File: config.mk
export PLATFORM = sky130hd
export DESIGN_NAME = cce_mem_wormhole_client
export DESIGN_NICKNAME = d
export VERILOG_FILES = /design/src/rtl/cce_mem_wormhole_client.sv
export SDC_FILE = /design/constraint.sdc
export NUM_CORES = 1
export LEC_CHECK = 0
export BUFFER_PORTS_ARGS = -buffer_cell sky130_fd_sc_hd__buf_4
export CAP_MARGIN = 20
export CORE_MARGIN = 10
export CORE_UTILIZATION = 52
export DETAILED_ROUTE_END_ITERATION = 16
export GPL_TIMING_DRIVEN = 1
export PLACE_DENSITY = 0.75
export SYNTH_ARGS = -nofsm -noshare
export SYNTH_HDL_FRONTEND = slang
export SYNTH_SLANG_ARGS = --single-unit
File: constraint.sdc
create_clock -name clk_i -period 3.19 [get_ports clk_i]
set_clock_uncertainty 0.05 [all_clocks]
set_input_delay 0.638 -clock clk_i [delete_from_list [all_inputs] [get_ports clk_i]]
set_output_delay 0.638 -clock clk_i [all_outputs]
set_load 0.02 [all_outputs]
File: src/rtl/cce_mem_wormhole_client.sv
// Memory-side wormhole endpoint: reassembles command packets, serializes responses back to the requester.
// Define CCE_MEM_CLIENT_CHECK_EN to enable simulation-only protocol checks.
module cce_mem_wormhole_client #(
    parameter int flit_width_p          = 64,
    parameter int cord_width_p          = 8,
    parameter int cid_width_p           = 2,
    parameter int len_width_p           = 4,
    parameter int msg_width_p           = 128,
    parameter int num_outstanding_req_p = 8
) (
    input  logic                    clk_i,
    input  logic                    reset_n_i,
    input  logic [cord_width_p-1:0] my_cord_i,
    input  logic [cid_width_p-1:0]  my_cid_i,
    input  logic [flit_width_p-1:0] cmd_link_data_i,
    input  logic                    cmd_link_v_i,
    output logic                    cmd_link_ready_and_o,
    output logic [msg_width_p-1:0]  mem_cmd_o,
    output logic                    mem_cmd_v_o,
    input  logic                    mem_cmd_yumi_i,
    input  logic [msg_width_p-1:0]  mem_resp_i,
    input  logic                    mem_resp_v_i,
    output logic                    mem_resp_ready_o,
    output logic [flit_width_p-1:0] resp_link_data_o,
    output logic                    resp_link_v_o,
    input  logic                    resp_link_ready_and_i
);

    localparam int hdr_w   = 2*cord_width_p + 2*cid_width_p + len_width_p;
    localparam int pkt_w   = hdr_w + msg_width_p;
    localparam int n_flits = (pkt_w + flit_width_p - 1) / flit_width_p;
    localparam int buf_w   = n_flits * flit_width_p;
    localparam int cnt_w   = (n_flits > 1) ? $clog2(n_flits) : 1;
    localparam int ret_w   = cord_width_p + cid_width_p;
    localparam int src_lsb = cord_width_p + cid_width_p + len_width_p;
    localparam int depth   = num_outstanding_req_p;
    localparam int ptr_w   = (depth > 1) ? $clog2(depth) : 1;
    localparam int fcnt_w  = $clog2(depth + 1);

    localparam logic [cnt_w-1:0]       last_cnt = cnt_w'(n_flits - 1);
    localparam logic [len_width_p-1:0] len_val  = len_width_p'(n_flits - 1);
    localparam logic [ptr_w-1:0]       last_ptr = ptr_w'(depth - 1);
    localparam logic [fcnt_w-1:0]      depth_c  = fcnt_w'(depth);

    // ---------------- receive path ----------------
    logic [n_flits-1:0][flit_width_p-1:0] rx_buf_q, rx_buf_d;
    logic [buf_w-1:0]                     rx_pkt_q, rx_pkt_d;
    logic [cnt_w-1:0]                     rx_cnt_q, rx_cnt_d;
    logic                                 rx_full_q, rx_full_d;
    logic                                 rx_accept;

    // ---------------- return-address fifo ----------------
    logic [depth-1:0][ret_w-1:0] fifo_mem_q, fifo_mem_d;
    logic [ptr_w-1:0]            wr_ptr_q, wr_ptr_d, rd_ptr_q, rd_ptr_d;
    logic [fcnt_w-1:0]           fifo_cnt_q, fifo_cnt_d;
    logic                        fifo_push, fifo_pop, fifo_full, fifo_empty;
    logic [ret_w-1:0]            fifo_wdata, fifo_head;

    // ---------------- transmit path ----------------
    typedef enum logic {TX_IDLE, TX_SEND} tx_state_e;
    tx_state_e                            tx_state_q, tx_state_d;
    logic [n_flits-1:0][flit_width_p-1:0] tx_buf_q, tx_buf_d;
    logic [cnt_w-1:0]                     tx_cnt_q, tx_cnt_d;
    logic                                 resp_accept;

    function automatic logic [ptr_w-1:0] ptr_inc(input logic [ptr_w-1:0] p);
        return (p == last_ptr) ? '0 : p + 1'b1;
    endfunction

    assign fifo_full  = (fifo_cnt_q == depth_c);
    assign fifo_empty = (fifo_cnt_q == '0);
    assign fifo_head  = fifo_mem_q[rd_ptr_q];

    // Outputs are gated by reset so nothing advertises readiness while held in reset.
    assign cmd_link_ready_and_o = reset_n_i & ~rx_full_q & ~fifo_full;
    assign rx_accept            = cmd_link_v_i & cmd_link_ready_and_o;
    assign rx_pkt_q             = rx_buf_q;
    assign rx_pkt_d             = rx_buf_d;
    assign fifo_wdata           = rx_pkt_d[src_lsb +: ret_w];
    assign mem_cmd_o            = rx_pkt_q[hdr_w +: msg_width_p];
    assign mem_cmd_v_o          = rx_full_q;

    always_comb begin
        rx_buf_d  = rx_buf_q;
        rx_cnt_d  = rx_cnt_q;
        rx_full_d = rx_full_q;
        fifo_push = 1'b0;
        if (rx_full_q && mem_cmd_yumi_i) rx_full_d = 1'b0;
        if (rx_accept) begin
            rx_buf_d[rx_cnt_q] = cmd_link_data_i;
            if (rx_cnt_q == last_cnt) begin
                rx_cnt_d  = '0;
                rx_full_d = 1'b1;
                fifo_push = 1'b1;
            end else begin
                rx_cnt_d = rx_cnt_q + 1'b1;
            end
        end
    end

    always_comb begin
        fifo_mem_d = fifo_mem_q;
        wr_ptr_d   = wr_ptr_q;
        rd_ptr_d   = rd_ptr_q;
        if (fifo_push) begin
            fifo_mem_d[wr_ptr_q] = fifo_wdata;
            wr_ptr_d             = ptr_inc(wr_ptr_q);
        end
        if (fifo_pop) rd_ptr_d = ptr_inc(rd_ptr_q);
        fifo_cnt_d = fifo_cnt_q + fcnt_w'(fifo_push) - fcnt_w'(fifo_pop);
    end

    assign mem_resp_ready_o = reset_n_i & (tx_state_q == TX_IDLE) & ~fifo_empty;
    assign resp_accept      = mem_resp_v_i & mem_resp_ready_o;
    assign resp_link_v_o    = (tx_state_q == TX_SEND);
    assign resp_link_data_o = tx_buf_q[tx_cnt_q];

    always_comb begin
        tx_state_d = tx_state_q;
        tx_buf_d   = tx_buf_q;
        tx_cnt_d   = tx_cnt_q;
        fifo_pop   = 1'b0;
        case (tx_state_q)
            TX_IDLE: begin
                if (resp_accept) begin
                    // Destination comes from the oldest outstanding command.
                    tx_buf_d   = buf_w'({mem_resp_i, my_cid_i, my_cord_i, len_val, fifo_head});
                    tx_cnt_d   = '0;
                    tx_state_d = TX_SEND;
                end
            end
            TX_SEND: begin
                if (resp_link_ready_and_i) begin
                    if (tx_cnt_q == last_cnt) begin
                        tx_cnt_d   = '0;
                        fifo_pop   = 1'b1;
                        tx_state_d = TX_IDLE;
                    end else begin
                        tx_cnt_d = tx_cnt_q + 1'b1;
                    end
                end
            end
            default: tx_state_d = TX_IDLE;
        endcase
    end

    always_ff @(posedge clk_i or negedge reset_n_i) begin
        if (!reset_n_i) begin
            rx_buf_q   <= '0;
            rx_cnt_q   <= '0;
            rx_full_q  <= 1'b0;
            fifo_mem_q <= '0;
            wr_ptr_q   <= '0;
            rd_ptr_q   <= '0;
            fifo_cnt_q <= '0;
            tx_state_q <= TX_IDLE;
            tx_buf_q   <= '0;
            tx_cnt_q   <= '0;
        end else begin
            rx_buf_q   <= rx_buf_d;
            rx_cnt_q   <= rx_cnt_d;
            rx_full_q  <= rx_full_d;
            fifo_mem_q <= fifo_mem_d;
            wr_ptr_q   <= wr_ptr_d;
            rd_ptr_q   <= rd_ptr_d;
            fifo_cnt_q <= fifo_cnt_d;
            tx_state_q <= tx_state_d;
            tx_buf_q   <= tx_buf_d;
            tx_cnt_q   <= tx_cnt_d;
        end
    end

`ifdef CCE_MEM_CLIENT_CHECK_EN
    logic [10:0] starve_cnt_q;

    always_ff @(posedge clk_i or negedge reset_n_i) begin
        if (!reset_n_i) begin
            starve_cnt_q <= '0;
        end else begin
            if (mem_resp_v_i && fifo_empty) begin
                if (starve_cnt_q != '1) starve_cnt_q <= starve_cnt_q + 1'b1;
            end else begin
                starve_cnt_q <= '0;
            end
            if (starve_cnt_q == 11'd1000)
                $error("mem_resp_v_i held over 1000 cycles with no outstanding command");
            if (rx_accept && rx_cnt_q == '0 &&
                cmd_link_data_i[cord_width_p+cid_width_p +: len_width_p] != len_val)
                $error("command header len field does not match flit count");
            if (mem_cmd_yumi_i && !mem_cmd_v_o)
                $error("mem_cmd_yumi_i asserted without mem_cmd_v_o");
        end
    end
`else
    // Protocol checks compiled out.
`endif

endmodule

==> results of run 1 <==
-- flip-flops by register name (all words and copies together), names as in the netlist --
signal         flops
fifo_cnt_q         4
fifo_mem_q        80
mem_cmd_o        128
mem_cmd_v_o        1
rd_ptr_q           3
resp_link_v_o      1
rx_buf_q          10
rx_cnt_q           2
tx_buf_q         149
tx_cnt_q           2
wr_ptr_q           3
-- kinds of logic after synthesis --
group | Yosys count | share of synthesized area (%)
adders and majority gates | 11 | 0.836
xor gates and xnor gates | 2 | 0.101
buffers and inverters | 208 | 7.48
DFF | 383 | 55.2
AOI/OAI and AO/OA | 72 | 2.88
muxes | 463 | 29.5
and+or+nand+nor | 117 | 4.02
-- critical path, cell delays in order, from the launching register on --
cell,delay [ns]
dfrtp_2,0.38
buf_12,0.35
nor2b_2,0.22
buf_4,0.30
nand2_1,0.13
o21ai_0,0.14
buf_4,0.20
-- metrics by stage --
stage               utilization (%)  worst slack (ns)
floorplan                         -             0.687
CTS                            64.7            0.0264
global route                   64.7             0.149
global placement               61.0             0.632
finish                         64.7             0.252
detailed placement             61.0             0.596
-- layout by cell type, fill, tap and decap left out, types with 2 or more instances in the layout --
cell       Yosys  final
a21bo_2        2      2
o21ai_0       21     21
o31ai_1       20     20
dfrtp_1      383    380
nor2_1        46     46
diode_2        0      3
mux2_1         2      2
a21o_1         2      2
a31o_2         2      2
nand3_1        2      2
inv_6          0      2
clkbuf_1      20     14
clkbuf_16      0     41
nand2_1       25     25
nor3b_2        0      2
a22o_1        11     11
and2_1        10     10
dfrtp_2        0      3
nor2b_1        6      5
o2bb2ai_1      4      4
nand2b_1       5      5
inv_1         10     10
buf_12         0      7
nand4bb_1      2      2
mux2_2       380    380
nand4_1        3      3
clkbuf_8       0      3
mux2i_1       81     81
clkinv_2       0      8
buf_4        128    414
nor4_4         8      8
ha_1          10     10
o22ai_1        9      9
-- repair_timing --
item                                    in CTS  in global routing
gates resized for setup                      0                  1
endpoints found under the setup margin       0                  1
hold buffers                                 1                  0
endpoints found under the hold margin        5                  0
-- final cells by class --
| cell class | count | area share [%] |
|---|---|---|
| diodes | 3 | 0.0355 |
| clock inverters | 11 | 0.414 |
| repair buffers | 424 | 15.5 |
| well taps | 442 | 2.61 |
| clock buffers | 58 | 5.29 |
| flip-flops and latches | 383 | 45.3 |
| multi-input cells | 665 | 30.7 |
| inverters | 10 | 0.177 |
-- power breakdown --
part           leakage, nW  switching [mW]  internal [mW]
clock network        0.598            1.86           2.52
logic                 4.62            5.01           4.59
registers             4.75            1.13           6.92
total                 9.97            8.00           14.0
-- routing by layer --
metal / wire [um] / track usage, % / vias to the layer above / part of all wire, %
li1: - / - / 4831 / -
met1: 18800 / 26.8 / 5351 / 44
met2: 19600 / 31.3 / 362 / 46
met3: 3670 / 6.69 / 58 / 8.6
met4: 851 / 5.20 / 2 / 2.0
met5: 15 / 0 / - / 0.035
-- worst max path at each step --
| stage | startpoint | slack [ns] | cells past startpoint | end |
|---|---|---|---|---|
| after global routing | tx_cnt_q[0] | 0.15 | 6 | resp_link_data_o[8] |
| final | tx_cnt_q[0] | 0.25 | 6 | resp_link_data_o[8] |
| after floorplan | fifo_cnt_q[2] | 0.69 | 11 | fifo_cnt_q[2] |
| after detailed placement | tx_cnt_q[1] | 0.60 | 4 | resp_link_data_o[19] |
| after global placement | tx_cnt_q[1] | 0.63 | 4 | resp_link_data_o[19] |
| after CTS | tx_cnt_q[1] | 0.03 | 4 | resp_link_data_o[19] |
==> qor.txt, run 1 <==
status - completed
fin crit period - 2.94 ns
Die W - 203 um
Synth area leader - dfrtp_1
final setup vio count - 0
Critical R2R Launch - fifo_cnt_q[2]
worst reg2reg path depth - 10
gpl congestion - 0.792
Ys Warns - 0
Routed Antenna Nets - 0
Lkg Pwr - 9.97 nW
pwr dens - 1040 nW/um2
Ports - 404
WP data required - 2.50 ns
total power - 22.0 mW
Post-synth EDFFs - 0
nets - 1,744
synth cell count leaders - 383 x dfrtp_1, 380 x mux2_2, 128 x buf_4
CTS HTree Levels - 2
via count of the first global-routing pass - 11.3k
Register Area - 9590 um2
placed insts - 1,923
Synth area leaders - dfrtp_1 55%, mux2_2 25%, buf_4 5.5%
Synth cell types - 38
Routed WL - 42.9 mm
Rel. slew slack - 41.2%
Syn Area/Cell - 13.8 um2
RSZ-0062 raised after global routing - no
worst hold endpoint - mem_cmd_v_o
worst hold start - mem_cmd_yumi_i
Fin. Hold Viols - 0
Cell Area, Placed - 19,900 um2
Core Area - 32,700 um2
global-route wire length before repair - 66.3 mm
layout cells sized above 1 - 56.7%
worst ir drop on vdd - 628 uV
Vias/cell - 5.31
CTS tree - done
final max-slew violation count - 0
Final Cycle Share - 92.1%
Setup Crit Path Kind - flop to primary output
# Post-CTS Setup Buffers - 0
clk buf depth - 3
Crit. End Element - primary output
r2r setup slk - 0.74 ns
asr flop ratio synth - 100%
Startpoint Class - flop
worst hold path depth - 2
Fill cells - 2,531
Tot GR Track Use - 20.2%
Worst Path Max Fanout - 66
setup TNS - 0 ns
Core Rows - 66
MaxCap Viol Count - 0
worst r2r dst - fifo_cnt_q[3]
Port-buffer cells - 403
FMAX - 0.340 GHz
via count - 10.6k
Layout Cells excl Fill - 1,996
initial antenna violation count - 4
DR WL/cell - 21.5 um
Synth top area share - 55.2%
initial cell density of the core - 53.1%
later-pin clock latency in the skew report - 0.52 ns
number of synthesized register bits - 383
Overflow after GRT - 0
Slew @ Worst Pin - 0.882 ns
DRT iter0 DRCs - 518
Top FF cell, synth - dfrtp_1
worst endpoint data arrival time - 2.25 ns
largest net degree at the start of global routing - 160
Hold Path Class - input pin to flop
die area - 41,100 um2
syn_nets - 1,475
fin area - 21,200 um2
drc violations - 0
post-synthesis cell area - 17,400 um2
area grow syn2layout - 22.0%
Multi-input gate area - 6490 um2
gate count after technology mapping - 1,256
CTS sink count - 383
hpwl dp - 31.1 mm
CTS Buf Count - 41
Initial DRT Pass Iterations - 4
hold slack - 0.247 ns
count leader, synth - dfrtp_1
sequential fraction of the synthesis area - 55.2%
CTS clk-pin slew, worst paths - 0.06 ns
root buffer cell - clkbuf_16
Die Y-Extent - 203 um
Power figures use the tool's default switching activity.
==> run 2, diff against run 1 <==
--- a/config.mk
+++ b/config.mk
@@ -11,7 +11,7 @@
 export CORE_UTILIZATION = 52
 export DETAILED_ROUTE_END_ITERATION = 16
 export GPL_TIMING_DRIVEN = 1
-export PLACE_DENSITY = 0.75
+export PLACE_DENSITY = 0.88
 export SYNTH_ARGS = -nofsm -noshare
 export SYNTH_HDL_FRONTEND = slang
 export SYNTH_SLANG_ARGS = --single-unit
==> run 2 against run 1 <==
  * Count of clock-buffer cells in the layout fell by 2
  * Worst hold slack got worse by 0.0054 ns
  * Via count down 0.10%
  * Non-clock buffer count fell by 4
  * Maximum frequency is 4.9% lower
  * Critical path depth fell by 2
  * Critical endpoint is now resp_link_data_o[9]
==> qor.txt, run 2 (same netlist as run 1, synthesis figures left out) <==
status - completed
Register Area - 9590 um2
r2r setup slk - 0.69 ns
max FFs per register - 149
Biggest register - tx_buf_q
worst hold endpoint - mem_cmd_v_o
n_diodes - 0
nets - 1,740
gpl congestion - 0.811
via count - 10.6k
Critical R2R Launch - fifo_cnt_q[2]
Hold Path Class - input pin to flop
Top Family by Delay on Critical Path - buffers and inverters
Die Y-Extent - 203 um
Core Area - 32,700 um2
Vias/cell - 5.32
Routed WL - 42.1 mm
hold slack - 0.242 ns
via count of the first global-routing pass - 11.6k
global-route wire length before repair - 66.0 mm
slowest stage cell, crit path - buf_4
later-pin clock latency in the skew report - 0.53 ns
largest net degree at the start of global routing - 180
setup TNS - 0 ns
hpwl dp - 30.6 mm
Routed Antenna Nets - 0
final setup vio count - 0
critical-path cell list - buf_4 > mux2i_1 > o21ai_0 > buf_4
commonest cells after routing, fill and taps aside - 412 x buf_4, 381 x dfrtp_1, 380 x mux2_2, 81 x mux2i_1, 46 x nor2_1
Fin. Hold Viols - 0
Final Cycle Share - 96.8%
Die W - 203 um
pwr dens - 1060 nW/um2
initial cell density of the core - 53.1%
Slew @ Worst Pin - 1.09 ns
Port-buffer cells - 403
die area - 41,100 um2
Rel. slew slack - 27.1%
Fill cells - 2,326
worst ir drop on vdd - 783 uV
Multi-input gate area - 6490 um2
RSZ-0062 raised after global routing - no
fin crit period - 3.09 ns
# Post-CTS Setup Buffers - 0
area grow syn2layout - 22.6%
CTS tree - done
drc violations - 0
WP data required - 2.50 ns
layout cells sized above 1 - 57.0%
CTS Buf Count - 41
DRT iter0 DRCs - 424
initial antenna violation count - 0
Setup Crit Path Kind - flop to primary output
CTS sink count - 383
Lkg Pwr - 10.0 nW
Initial DRT Pass Iterations - 4
Worst Path Max Fanout - 53
worst r2r dst - fifo_cnt_q[1]
Crit. End Element - primary output
worst endpoint data arrival time - 2.40 ns
final max-slew violation count - 0
commonest non-fill, non-tap cell in the layout - buf_4
FMAX - 0.324 GHz
Startpoint Class - flop
root buffer cell - clkbuf_16
worst reg2reg path depth - 10
sum of buffers and inverters on the critical path - 2
DR WL/cell - 21.1 um
CTS clk-pin slew, worst paths - 0.06 ns
most numerous cell on the critical path - buf_4
MaxCap Viol Count - 0
Overflow after GRT - 0
CP max stage delay - 0.63 ns
Tot GR Track Use - 19.9%
worst hold path depth - 2
Core Rows - 66
Ports - 404
worst hold start - mem_cmd_yumi_i
clk buf depth - 3
CTS HTree Levels - 2
==> run 2: cell types whose count changed in the layout (fill, tap and decap cells not counted), moves of 2 or more <==
cell	change
bufinv_16	+4
clkbuf_8	+3
diode_2	-3
buf_4	-2
clkbuf_1	-5
==> run 2: power breakdown <==
part / switching (mW) / leakage, nW / internal, mW
combinational: 4.98 / 4.60 / 4.58
clock: 1.88 / 0.670 / 2.91
sequential: 1.24 / 4.75 / 6.92
total: 8.09 / 10.0 / 14.4
==> run 2: area by class of cell <==
| class | count | area share, % |
|---|---|---|
| sequential | 383 | 45.1 |
| multi-input combinational | 665 | 30.5 |
| timing repair buffer | 420 | 15.2 |
| clock buffer | 56 | 5.37 |
| tap | 442 | 2.60 |
| clock inverter | 16 | 1.03 |
| inverter | 10 | 0.176 |
==> run 2: timing repair <==
| action | CTS | global route |
|---|---|---|
| endpoints found under the setup margin | 0 | 1 |
| hold endpoints to repair | 14 | 0 |
| hold buffers | 1 | 0 |
| gates resized for setup | 0 | 1 |
==> run 2: how the worst max path moves through the flow <==
| stage | depth (start not counted) | end | from |
|---|---|---|---|
| global route | 4 | resp_link_data_o[9] | tx_cnt_q[1] |
| floorplan | 11 | fifo_cnt_q[2] | fifo_cnt_q[2] |
| global placement | 4 | fifo_mem_q[52] | reset_n_i |
| detailed placement | 4 | fifo_mem_q[54] | reset_n_i |
| CTS | 5 | cmd_link_ready_and_o | reset_n_i |
| finish | 4 | resp_link_data_o[9] | tx_cnt_q[1] |
==> run 2: per-stage QoR <==
| step | power (mW) | util, % | cell area, um2 | cells | worst slack, ns |
|---|---|---|---|---|---|
| 5_1_grt | 23.7 | 65.0 | 21300 | 1992 | 0.00122 |
| 3_3_place_gp | 17.4 | 60.8 | 19900 | 1919 | 0.496 |
| 2_1_floorplan | 14.9 | - | 17400 | 1256 | 0.687 |
| 4_1_cts | 22.7 | 65.0 | 21300 | 1992 | 0.0627 |
| 6_report | 22.5 | 65.0 | 21300 | 1992 | 0.102 |
| 3_5_place_dp | 17.8 | 60.8 | 19900 | 1919 | 0.422 |
==> run 2: per-layer routing <==
layer,global-route usage (%),part of all wire (%),up-vias
li1,-,-,4825
met1,24.3,41,5337
met2,32.9,48,358
met3,6.81,8.7,73
met4,6.05,2.6,0
met5,0,0,-
==> run 2: worst register-to-register path, delay by kind of cell, from the launching register on <==
family / cells / cell delay (ns)
adder cells (fa/ha/maj): 4 / 1.06
buffers and inverters: 4 / 0.28
flip-flops: 1 / 0.36
AND/OR/NAND/NOR: 2 / 0.65
